<file path="src/rtl/sysop_seq_pkg.sv">
// sysop_seq_pkg: SYSOP codes, sequencer state encoding and op helpers shared by the CSR/trap path
package sysop_seq_pkg;
   localparam logic [4:0] SYSOP_NONE = 5'h00;
   localparam logic [4:0] SYSOP_CSRW = 5'h01;
   localparam logic [4:0] SYSOP_CSRS = 5'h02;
   localparam logic [4:0] SYSOP_CSRC = 5'h03;
   localparam logic [4:0] SYSOP_MRET = 5'h04;
   localparam logic [4:0] SYSOP_SRET = 5'h05;
   typedef enum logic [1:0] {ST_IDLE, ST_DRAIN, ST_ISSUE, ST_RESP} sysop_state_e;
   function automatic logic is_except(input logic [4:0] op);
      return op[4];
   endfunction
endpackage

</file>
<file path="src/rtl/sysop_seq.sv">
// sysop_seq: serialises one system request at a time: drain older work, issue once to csr, return writeback/redirect
module sysop_seq
   import sysop_seq_pkg::*;
#(
   parameter int DRAIN_TIMEOUT = 255
) (
   input  logic        clk,
   input  logic        rst_n,
   input  logic        req_valid,
   output logic        req_ready,
   input  logic [4:0]  req_op,
   input  logic [63:0] req_pc,
   input  logic [63:0] req_tval,
   input  logic [63:0] req_wdata,
   input  logic [4:0]  req_rd,
   input  logic        pipe_busy,
   output logic [4:0]  csr_op,
   output logic [63:0] csr_pc,
   output logic [63:0] csr_tval,
   output logic [63:0] csr_wdata,
   input  logic [63:0] csr_rdata,
   input  logic        csr_r_valid,
   input  logic        csr_trap_en,
   input  logic [63:0] csr_trap_pc,
   output logic        busy,
   output logic        wb_valid,
   output logic [4:0]  wb_rd,
   output logic [63:0] wb_data,
   output logic        redirect_valid,
   output logic [63:0] redirect_pc,
   output logic        drain_err
);
   localparam int CW = $clog2(DRAIN_TIMEOUT + 1);
   sysop_state_e state, state_nx;
   logic [CW-1:0] cnt;
   logic [4:0]    op_q, rd_q;
   logic [63:0]   pc_q, tval_q, wdata_q, rdata_q, tpc_q;
   logic          rv_q, te_q;
   logic          accept, timeout;
   assign accept  = state == ST_IDLE && req_valid;
   // the increment that would reach DRAIN_TIMEOUT forces issue instead
   assign timeout = state == ST_DRAIN && pipe_busy && cnt == CW'(DRAIN_TIMEOUT - 1);
   always_ff @(posedge clk or negedge rst_n)
      if (!rst_n) state <= ST_IDLE;
      else        state <= state_nx;
   always_comb begin
      state_nx = state == ST_IDLE  ? (req_valid ? ST_DRAIN : ST_IDLE) :
                 state == ST_DRAIN ? ((!pipe_busy || timeout) ? ST_ISSUE : ST_DRAIN) :
                 state == ST_ISSUE ? ST_RESP : ST_IDLE;
      req_ready      = state == ST_IDLE;
      busy           = state != ST_IDLE;
      csr_op         = state == ST_ISSUE ? op_q    : SYSOP_NONE;
      csr_pc         = state == ST_ISSUE ? pc_q    : '0;
      csr_tval       = state == ST_ISSUE ? tval_q  : '0;
      csr_wdata      = state == ST_ISSUE ? wdata_q : '0;
      wb_valid       = state == ST_RESP && rv_q && rd_q != '0;
      wb_rd          = wb_valid ? rd_q : '0;
      wb_data        = wb_valid ? rdata_q : '0;
      redirect_valid = state == ST_RESP && te_q;
      redirect_pc    = redirect_valid ? tpc_q : '0;
   end
   always_ff @(posedge clk or negedge rst_n)
      if (!rst_n) begin
         cnt       <= '0;
         op_q      <= SYSOP_NONE;
         pc_q      <= '0;
         tval_q    <= '0;
         wdata_q   <= '0;
         rd_q      <= '0;
         rdata_q   <= '0;
         rv_q      <= 1'b0;
         te_q      <= 1'b0;
         tpc_q     <= '0;
         drain_err <= 1'b0;
      end else begin
         if (accept) begin
            cnt     <= '0;
            op_q    <= req_op;
            pc_q    <= req_pc;
            tval_q  <= req_tval;
            wdata_q <= req_wdata;
            rd_q    <= req_rd;
         end else if (state == ST_DRAIN && pipe_busy) begin
            cnt <= cnt + 1'b1;
         end
         if (state == ST_ISSUE) begin
            rdata_q <= csr_rdata;
            rv_q    <= csr_r_valid;
            te_q    <= csr_trap_en;
            tpc_q   <= csr_trap_pc;
         end
         if (timeout) drain_err <= 1'b1;
      end
endmodule

</file>
<file path="config.mk">
export PLATFORM = sky130hd
export DESIGN_NAME = sysop_seq
export DESIGN_NICKNAME = d
export VERILOG_FILES = /design/src/rtl/sysop_seq_pkg.sv /design/src/rtl/sysop_seq.sv
export SDC_FILE = /design/constraint.sdc
export NUM_CORES = 1
export LEC_CHECK = 0
export BUFFER_PORTS_ARGS = -buffer_cell sky130_fd_sc_hd__buf_2
export CORE_ASPECT_RATIO = 0.7
export CORE_MARGIN = 10
export CORE_UTILIZATION = 28
export CTS_BUF_LIST = sky130_fd_sc_hd__clkbuf_4 sky130_fd_sc_hd__clkbuf_8 sky130_fd_sc_hd__clkbuf_16
export DETAILED_ROUTE_END_ITERATION = 7
export PLACE_DENSITY = 0.63
export SETUP_SLACK_MARGIN = 0.02
export SKIP_LAST_GASP = 1
export SLEW_MARGIN = 10
export SYNTH_ARGS = -nofsm -noshare
export SYNTH_HDL_FRONTEND = slang
export SYNTH_SLANG_ARGS = --single-unit
</file>
<file path="constraint.sdc">
create_clock -name clk -period 2.3 [get_ports clk]
set_input_delay 0.115 -clock clk [delete_from_list [all_inputs] [get_ports clk]]
set_output_delay 0.115 -clock clk [all_outputs]
set_load 0.005 [all_outputs]
</file>
# Yosys cells after proc, flatten, opt, wreduce, memory -nomap -nowiden
# Cells that the tools add are included.
[classes]
add_sub_neg = 1
multipliers = 0
n_div = 0
n_lt_le_gt_ge = 0
eq_ne = 4
n_shift = 0
muxes = 14
bitwise_logic = 0
n_reduce_logical = 12
[op_table]
columns = ["cell", "n"]
rows = [
  ["$mux W64", 5],
  ["$mux W8", 2],
  ["$mux W5", 2],
  ["$add A8 B1 Y8 const B", 1],
  ["$eq A8 B8 Y1 const B", 1],
  ["$mux W2", 4],
  ["$logic_and A1 B1 Y1", 6],
  ["$reduce_bool A5 Y1", 1],
  ["$eq A2 B2 Y1 const B", 2],
  ["$reduce_bool A2 Y1", 2],
  ["$eq A2 B1 Y1 const B", 1],
  ["$logic_not A2 Y1", 1],
  ["$logic_not A1 Y1", 1],
  ["$logic_or A1 B1 Y1", 1],
  ["$mux W1", 1],
]
[totals]
register_bits = 343
latch_bits = 0
ramBits = 0
rom_bits = 0
inputBits = 336
word_cells = 43
n_memories = 0

# Depth between registers and ports, before layout
[logic_depth]
ltp_word = 7
ltp_mapped = 7
ltp_nobuf = 5

# Worst setup path before layout
# No wires, ideal clock.
[synth_path]
kind = "reg-to-reg"
from = "reg state[0]"
to = "reg op_q[0]"
setup_time_ns = 0.125
t_arrival_ns = 1.543
setup_slack_ns = 0.632
path_stages_with_launch = 7
path_buffers = 4
synth_period_minus_slack_ns = 1.668
path_cell_list = "dfrtp_1 -> buf_6 -> or3b_1 -> buf_2 -> buf_6 -> buf_6 -> mux2_4"
[synth_via]
elab_chain_cells = 2
[synth_lines]
columns = ["element", "line", "text"]
rows = [
  ["from (decl)", "sysop_seq.sv:34", "sysop_state_e state, state_nx;"],
  ["from (signal assigned)", "sysop_seq.sv:45", "else state <= state_nx;"],
  ["$logic_not A2 Y1", "sysop_seq.sv:40", "assign accept = state == ST_IDLE && req_valid;"],
  ["$logic_and A1 B1 Y1", "sysop_seq.sv:40", ""],
  ["to (signal assigned)", "sysop_seq.sv:78", "op_q <= req_op;"],
  ["to (decl)", "sysop_seq.sv:36", "logic [4:0] op_q, rd_q;"],
]
# Every way passes these cells.
# A chain may end at the register's enable or synchronous reset.

# Final worst setup path
[layout_path]
from = "reg rd_q[1]"
to = "out wb_data[29]"
[layout_via]
elab_chain_cells = 3
[layout_lines]
columns = ["element", "line", "text"]
rows = [
  ["from (decl)", "sysop_seq.sv:36", ""],
  ["from (signal assigned)", "sysop_seq.sv:82", "rd_q <= req_rd;"],
  ["$reduce_bool A5 Y1", "sysop_seq.sv:56", "wb_valid = state == ST_RESP && rv_q && rd_q != '0;"],
  ["$logic_and A1 B1 Y1", "sysop_seq.sv:56", ""],
  ["$mux W64", "sysop_seq.sv:58", "wb_data = wb_valid ? rdata_q : '0;"],
  ["to (decl)", "sysop_seq.sv:28", "output logic [63:0] wb_data,"],
]
# Every way passes these cells.

==> results.md <==
* Post-synth EDFFs at 0
* Achievable Freq at 423 MHz
* Setup TNS at -2.15 ns
* First-pass GRT wire length at 91400 um
* Post-Syn Nets at 1742
* FF-to-FF Start: state[1]
* Antenna viol nets, final at 0
* Die W at 304 um
* Slew margin rel. at 0.592
* Final worst-path cycle share at 1.03
* Avg Inst Size Synth at 11.3 um2
* Share of layout cells above drive strength 1 at 0.404
* Post-Route WL at 62000 um
* Fin. Hold Viols at 0
* Critical setup path kind: reg -> out
* Root buffer cell: clkbuf_16
* Final worst slack at -0.0620 ns
* Max H-tree Level at 2
* Vias in the first global route at 15300
* Grt total ovfl at 0
* Num ports at 671
* Leakage at 13.3 nW
* Nets@finish at 2731
* Final instance area at 0.0247 mm2
* Worst reg2reg path depth at 3
* PD cells at 1160 mW/mm2
* Inserted Clock Buffers at 37
* Max-cap violations at 0
* Initial Util at 0.285
* CP Data Required Time at 2.18 ns
* GP Congestion at 0.899
* Mapped Area at 0.0158 mm2
* Top area cells in the synthesized netlist: dfrtp_1 (54%), mux2_4 (15%), and2_1 (13%)
* Average wire per standard cell at 19.6 um
* Commonest non-fill, non-tap cell in the layout: buf_2
* CP endpoint kind: primary output
* Warnings, synthesis at 0
* Worst Path Arrival at 2.25 ns
* First-pass DRT Iterations at 5
* Die H at 219 um
* Area post-placement at 0.0199 mm2
* Netlist cell types at 32
* Placeable Area at 0.0555 mm2
* I/O Buffers at 670
* Mapped Cells at 1404
* Largest net degree at the start of global routing at 131
* Initial antenna violation count at 14
* Worst hold-check path type: in -> async
* Commonest non-fill, non-tap cells in the layout: buf_2 (669), nand2_1 (394), dfrtp_1 (343), dlygate4sd3_1 (335), and2_1 (331)
* Final setup viols at 64
* DP HPWL at 42400 um
* Synthesized flop and latch total at 343
* Crit Reg-Reg Endpoint: wdata_q[28]
* Worst slew pin tran at 0.612 ns
* Layout area overhead at 56.4%
* # DRC at 0
* Iteration-0 DRC count of the detailed router at 906
* Deepest clock path buffer count at 3
* Critical path fanouts, max at 33
* Status: finished with violations
* Clk pin slew, worst setup/hold paths at 0.06 ns
* Vias/cell at 4.44
* CTS tree: done
* Startpoint Class: flip-flop
* Synth top area share at 0.543
* Register area share after synthesis at 0.543
* R2R Setup Slk at 0.34 ns
* Failing checks: negative setup slack
* Pre-CTS setup slack at 0.338 ns
* Min cycle time layout at 2.36 ns
* Prevailing post-synth register cell: dfrtp_1
* Share of flip-flops with an asynchronous set or reset at 1.00
* Leading area contributor after synthesis: dfrtp_1
* DR vias at 14100
* DIE AREA at 0.0665 mm2
* Total global-route track usage at 0.172
* Max Clock Skew at 0.0273 ns
* Worst skew pair latency at 0.54 ns
* Slew Viols, Final at 0
* Worst VDD drop at 0.000555 V
* Std-Cell Rows at 72
* RSZ-0062 raised after global routing: yes
* Clock Sinks at 343
* Final Power at 28.5 mW
-- Yosys cell counts, types with 2 or more instances --
library cell,number
a21oi_1,5
and2_1,331
and3_1,2
buf_2,19
buf_6,18
clkbuf_1,51
dfrtp_1,343
ha_1,2
inv_1,3
mux2_2,44
mux2_4,158
nand2_1,394
nand2b_1,2
nand3_1,3
nand4_1,2
nor2_1,3
o21ai_0,3
o31ai_1,4
or3_1,2
or4_1,3
-- layer usage --
metal | part of all wire | track usage
met4 | 0.038 | 0.0764
met5 | 0.00073 | 0
met2 | 0.51 | 0.302
met3 | 0.062 | 0.0438
met1 | 0.39 | 0.197
-- where the power goes --
part           total, mW  internal [mW]  switching [mW]
Combinational       11.4           6.16            5.25
Sequential          11.0           9.07            1.95
Clock               6.12           3.64            2.48
Total               28.5           18.9            9.68
-- metrics by stage --
step,std cells,utilization,hold slack [ns]
2_1_floorplan,1404,-,-0.181
3_3_place_gp,2751,0.359,0.127
3_5_place_dp,2751,0.359,0.129
4_1_cts,3152,0.443,0.134
5_1_grt,3168,0.445,0.177
6_report,3168,0.445,0.156
-- repair_timing --
item	4_1_cts	5_1_grt
endpoints found under the setup margin	71	214
gates resized for setup	4	4
hold buffers	335	0
hold endpoints to repair	438	0
setup buffers	1	3
gates cloned	1	3
-- how the worst max path moves through the flow --
stage	from	to	slack [ns]	depth (start not counted)
2_1_floorplan	state[0]	op_q[0]	0.63	6
3_3_place_gp	state[0]	tval_q[63]	0.41	3
3_5_place_dp	state[1]	pc_q[63]	0.34	3
4_1_cts	rd_q[1]	wb_data[35]	-0.08	5
5_1_grt	rd_q[1]	wb_data[29]	-0.13	5
6_report	rd_q[1]	wb_data[29]	-0.06	5
-- kinds of logic after synthesis --
logic type,after synthesis,share of synthesized area
mux,202,0.182
flops,343,0.543
buf+inv,93,0.0333
compound gates,16,0.00634
xor+xnor,1,0.000554
simple gates,747,0.233
fa+ha+maj,2,0.00158
-- worst max-delay path, cell delays in order (launching register included) --
cell and delay [ns]:
dfrtp_1 0.41, or4_4 0.54, o21a_4 0.25, buf_12 0.17, and2_1 0.19, buf_2 0.13
-- sequential cells by signal, indices dropped and copies added, names as in the netlist, 2 cells and up --
register and flops:
tpc_q 64, state 2, pc_q 64, tval_q 64
cnt 8, op_q 5, rdata_q 64, wdata_q 64
rd_q 5
-- cell type report --
cell class	instances	area [um2]
Sequential cell	343	8580
Multi-Input combinational cell	968	6720
Antenna cell	10	25.0
Inverter	3	11.3
Tap cell	740	926
Timing Repair Buffer	1040	7210
Clock inverter	8	97.6
Fill cell	5056	30800
Clock buffer	56	1140
(Power assumes the default switching activity.)
